<file path="src/rtl/branch_cond_unit.sv">
// ---------------------------------------------------------------------------
// branch_cond_unit
//
// Resolves SPARC Bicc branches. Holds the architectural icc register,
// evaluates the 4-bit condition field against it, issues a one-cycle fetch
// redirect with the computed target, and tracks the delay slot that follows
// every Bicc, including annulment.
//
// Handshake: the stage presents one instruction at a time. It is consumed on
// a rising edge where advance=1. While advance=0, the stage is stalled: the
// same instruction stays presented, and nothing inside this unit changes
// except that redirect and dcti_err return to 0.
//
// Parameters
//   BYPASS      1: a branch accepted together with an icc write evaluates on
//                  the incoming flags. 0: it evaluates on the stored icc only.
//
// Ports
//   clk, rst_n              clock; synchronous active-low reset
//   advance                 stage consumes its instruction this cycle
//   icc_we                  instruction is a cc-modifying ALU op
//   n_in, z_in, v_in, c_in  ALU flag outputs
//   br_valid                instruction is a Bicc
//   cond, a_bit, disp22     Bicc fields instr[28:25], instr[29], instr[21:0]
//   pc_in                   address of the instruction in the stage
//   n, z, v, c              stored icc; c feeds the ALU carry-in
//   redirect, target        one-cycle fetch redirect and its target address
//   annul_slot              instruction in the stage is an annulled delay slot
//   dcti_err                one-cycle pulse: Bicc found in an executed slot
//   state                   FSM state for observation (0 IDLE, 1 SLOT_EXEC,
//                           2 SLOT_ANNUL)
// ---------------------------------------------------------------------------
module branch_cond_unit #(
    parameter int BYPASS = 1
) (
    input  logic        clk,
    input  logic        rst_n,
    input  logic        advance,
    input  logic        icc_we,
    input  logic        n_in,
    input  logic        z_in,
    input  logic        v_in,
    input  logic        c_in,
    input  logic        br_valid,
    input  logic [3:0]  cond,
    input  logic        a_bit,
    input  logic [21:0] disp22,
    input  logic [31:0] pc_in,
    output logic        n,
    output logic        z,
    output logic        v,
    output logic        c,
    output logic        redirect,
    output logic [31:0] target,
    output logic        annul_slot,
    output logic        dcti_err,
    output logic [1:0]  state
);

    typedef enum logic [1:0] {
        IDLE       = 2'd0,
        SLOT_EXEC  = 2'd1,
        SLOT_ANNUL = 2'd2
    } state_t;

    state_t cur_state;

    // Lower three cond bits select a base test; cond[3] inverts it.
    function automatic logic cond_true(input logic [3:0] cc,
                                       input logic fn, input logic fz,
                                       input logic fv, input logic fc);
        logic r;
        case (cc[2:0])
            3'd0:    r = 1'b0;
            3'd1:    r = fz;
            3'd2:    r = fz | (fn ^ fv);
            3'd3:    r = fn ^ fv;
            3'd4:    r = fc | fz;
            3'd5:    r = fc;
            3'd6:    r = fn;
            default: r = fv;
        endcase
        return cc[3] ? ~r : r;
    endfunction

    logic [3:0]  eval_flags;
    logic        taken;
    logic        annul;
    logic [31:0] branch_target;

    always_comb begin
        // The incoming flags only matter when an icc write lands in the same
        // cycle; otherwise the branch sees what is stored.
        if ((BYPASS != 0) && icc_we)
            eval_flags = {n_in, z_in, v_in, c_in};
        else
            eval_flags = {n, z, v, c};
        taken = cond_true(cond, eval_flags[3], eval_flags[2],
                          eval_flags[1], eval_flags[0]);
        // BA,a annuls its slot even though it is taken.
        annul = a_bit & (~taken | (cond == 4'b1000));
        // Word displacement, sign-extended and scaled to bytes; wraps mod 2^32.
        branch_target = pc_in + {{8{disp22[21]}}, disp22, 2'b00};
    end

    always_ff @(posedge clk) begin
        if (!rst_n) begin
            cur_state  <= IDLE;
            n          <= 1'b0;
            z          <= 1'b0;
            v          <= 1'b0;
            c          <= 1'b0;
            redirect   <= 1'b0;
            target     <= 32'd0;
            annul_slot <= 1'b0;
            dcti_err   <= 1'b0;
        end else begin
            // Pulses last exactly one cycle regardless of stalls.
            redirect <= 1'b0;
            dcti_err <= 1'b0;
            if (advance) begin
                case (cur_state)
                    IDLE: begin
                        if (icc_we) begin
                            {n, z, v, c} <= {n_in, z_in, v_in, c_in};
                        end
                        if (br_valid) begin
                            if (taken) begin
                                redirect <= 1'b1;
                                target   <= branch_target;
                            end
                            cur_state  <= annul ? SLOT_ANNUL : SLOT_EXEC;
                            annul_slot <= annul;
                        end
                    end
                    SLOT_EXEC: begin
                        if (icc_we) begin
                            {n, z, v, c} <= {n_in, z_in, v_in, c_in};
                        end
                        // A branch in an executed slot is not evaluated.
                        dcti_err   <= br_valid;
                        cur_state  <= IDLE;
                        annul_slot <= 1'b0;
                    end
                    SLOT_ANNUL: begin
                        // Annulled instruction: no icc write, no branch.
                        cur_state  <= IDLE;
                        annul_slot <= 1'b0;
                    end
                    default: begin
                        cur_state  <= IDLE;
                        annul_slot <= 1'b0;
                    end
                endcase
            end
        end
    end

    assign state = cur_state;

endmodule

</file>
<file path="config.mk">
export PLATFORM = sky130hd
export DESIGN_NAME = branch_cond_unit
export DESIGN_NICKNAME = d
export VERILOG_FILES = /design/src/rtl/branch_cond_unit.sv
export SDC_FILE = /design/constraint.sdc
export NUM_CORES = 1
export LEC_CHECK = 0
export ABC_AREA = 1
export BUFFER_PORTS_ARGS = -buffer_cell sky130_fd_sc_hd__buf_2
export CAP_MARGIN = 25
export CORE_MARGIN = 2
export CORE_UTILIZATION = 25
export DETAILED_ROUTE_END_ITERATION = 7
export HOLD_SLACK_MARGIN = 0.12
export SYNTH_ARGS = -nofsm -noshare
export SYNTH_HDL_FRONTEND = slang
export SYNTH_SLANG_ARGS = --single-unit
export TNS_END_PERCENT = 30
</file>
<file path="constraint.sdc">
create_clock -name clk -period 2.1 [get_ports clk]
set_input_delay 0.42 -clock clk [delete_from_list [all_inputs] [get_ports clk]]
set_output_delay 0.42 -clock clk [all_outputs]
set_load 0.01 [all_outputs]
</file>
==> out/results.txt <==
Synth top area share: 0.258
synth top area cells: nand2_1 26%, dfxtp_1 20%, inv_1 13%, ha_1 9.1%, nor2_1 6.7%
DIE WIDTH: 130 um
Syn Area/Cell: 5.58 sq um
Final Max Slew Viols: 0
wirelength, routed: 11.8 mm
status: finished clean
CP Cell Sequence: buf_2, ha_1, nand2_1, nor2_1, nand2_1, inv_1, nand4_1, nand2_1, nand2_1, nand2_1, nand2_1, nand2_1, inv_1
post-synthesis sequential area ratio: 0.201
clk root buf: clkbuf_16
dpl hpwl: 10.1 mm
pre-CTS setup slack: -0.0656 ns
Clk Latency, worst-skew pair: 0.29 ns
FP Rows: 46
initial antenna violation count: 0
CP most frequent cell: nand2_1
RSZ-0062 raised after global routing: no
Crit Path Max Fanout: 9
Unique masters post-synth: 30
internal power: 1.84 mW
crit path kind: input port to register
Multi-input gate area: 2580 sq um
crit-path max cell delay: 0.39 ns
total global routing overflow: 0
first drt pass iteration count: 5
Synth Net Count: 812
Ant. Diodes: 0
Die Ht: 130 um
Global Route Usage Sum: 0.144
max_slew headroom: 0.624
I/O Pins: 109
most frequent cells in the layout: 274 x nand2_1, 135 x inv_1, 108 x buf_2, 71 x nor2_1, 48 x nand3_1
WHS Path Cells: 3
layout cells sized above 1: 0.195
CTS Sinks: 40
most common cell after layout, fill and taps aside: nand2_1
synthesized area: 3990 sq um
via count: 4512
Post-CTS Hold Fix Bufs: 0
Hold WS: 0.353 ns
CTS tree: built
hold path startpoint: pc_in[0]
R2R depth: 15
starting density of the core: 0.254
CP max-delay cell: ha_1
Longest Clk Path Bufs: 2
Critical R2R Capture: target[3]$_SDFFE_PN0P_
Hold WC Path Type: input port to register
arrival time worst endpoint: 2.04 ns
share of power burned in registers: 0.295
WL/cell: 11.0 um
Syn Inst Count: 714
Critical Path Sink Type: register
die area: 17000 sq um
post-route ant nets: 0
share of total power in the clock network: 0.314
Setup Viol. Count Final: 0
register bit total from synthesis: 40
fmax: 540 MHz
Hold EP: target[0]$_SDFFE_PN0P_
clock slew seen by the registers of the worst setup and hold paths: 0.07 ns
Filler Cell Count: 1801
Worst VDD drop: 0.000247 V
Post-route DRC: 0
vias in the first global route: 4272
total CTS buffers: 5
Power Density: 549 nW/um^2
starting DRC count in detailed routing: 198
input/output buffers: 108
Required @ worst endpoint: 2.29 ns
R2R Setup Slk: 0.48 ns
P&R area growth vs syn: 31.0%
core box area: 15700 sq um
Fin. Hold Viols: 0
Tmin final: 1.85 ns
switch share: 0.358
largest net degree at the start of global routing: 39
r2r startpoint: v$_SDFFE_PN0P_
combinational power share: 0.391
GPL Wtd Cong: 0.859
CP Launch Type: input port
P_sw: 1.03 mW
Final Worst Setup Slack: 0.248 ns
H-tree depth: 2
Ys Warns: 0
sequential cell area: 801 sq um
slew of the pin with the lowest slew margin: 0.559 ns
nets: 957
post-DR vias/cell: 4.19
first-pass GRT wire length: 19.7 mm
leak pwr: 3.16 nW
Clock Skew: 0.00650 ns
Max-Cap Viols: 0
Yosys top cell by area: nand2_1
fin crit share: 0.882
cell usage after synthesis, drive strengths merged:
cell and count:
and2 1, a21o 3, o21bai 2, fa 1, clkbuf 4, nor2 71, ha 29, o21ai 11
xor2 6, o211ai 1, a21oi 26, nor3 8, nand3 52, nand4 21, nand2 275, nand3b 6
a211oi 1, xnor2 9, dfxtp 40, inv 137, nor4 1, buf 9
worst max-delay path by stage:
| stage | depth (start not counted) | start | end |
|---|---|---|---|
| 6_report | 13 | disp22[21] | target[29]$_SDFFE_PN0P_ |
| 5_1_grt | 11 | disp22[2] | target[17]$_SDFFE_PN0P_ |
| 4_1_cts | 15 | disp22[10] | target[31]$_SDFFE_PN0P_ |
| 3_5_place_dp | 15 | disp22[10] | target[31]$_SDFFE_PN0P_ |
| 3_3_place_gp | 15 | disp22[0] | target[22]$_SDFFE_PN0P_ |
| 2_1_floorplan | 14 | disp22[0] | target[22]$_SDFFE_PN0P_ |
stage by stage:
step / power [mW] / utilization / instance area [sq um] / cells / setup TNS [ns]
floorplan: 1.56 / - / 3990 / 714 / 0
global placement: 1.98 / 0.321 / 5050 / 1068 / -0.129
detailed placement: 1.98 / 0.321 / 5050 / 1068 / -0.326
global route: 3.09 / 0.332 / 5220 / 1076 / 0
CTS: 2.91 / 0.332 / 5220 / 1076 / 0
finish: 2.87 / 0.332 / 5220 / 1076 / 0
layout make-up:
type                       instances  area share
clock buffer                       5      0.0240
clock inverter                     3     0.00886
inverter                         137      0.0994
multi-input combinational        524       0.495
sequential                        40       0.153
tap                              216      0.0517
timing repair buffer             151       0.168
layer usage:
| metal | part of all wire | up-vias | GRT usage |
|---|---|---|---|
| li1 | - | 2479 | - |
| met2 | 0.43 | 109 | 0.234 |
| met5 | 0 | - | 0 |
| met3 | 0.056 | 11 | 0.0135 |
| met1 | 0.50 | 1913 | 0.206 |
| met4 | 0.014 | 0 | 0.0342 |
critical path: cells and delay by family:
family        cells  cell delay (ns)
simple gates      9             0.94
fa+ha+maj         1             0.39
buf+inv           3             0.29
cells by family after synthesis:
group,share of synthesized area
XOR/XNOR,0.0330
AND/OR/NAND/NOR,0.459
AO/OA/AOI/OAI,0.0596
adder cells (fa/ha/maj),0.0960
buffers and inverters,0.152
flip-flops,0.201
state kept, by name, indices dropped and copies added, names as in the netlist:
register    flops
target         32
annul_slot      1
redirect        1
z               1
dcti_err        1
state           1
v               1
c               1
n               1
repair_timing:
action                     in CTS  in global routing
setup buffers                   0                  0
gates resized for setup         0                  1
setup endpoints to repair       0                  1
power groups by stage:
stage / logic, mW / clock network, mW / registers, mW
after floorplan: 0.668 / 0 / 0.892
after global placement: 1.12 / 0 / 0.861
after detailed placement: 1.12 / 0 / 0.863
after CTS: 1.13 / 0.934 / 0.846
after global routing: 1.28 / 0.952 / 0.852
final: 1.12 / 0.899 / 0.846
Power figures use the tool's default switching activity.
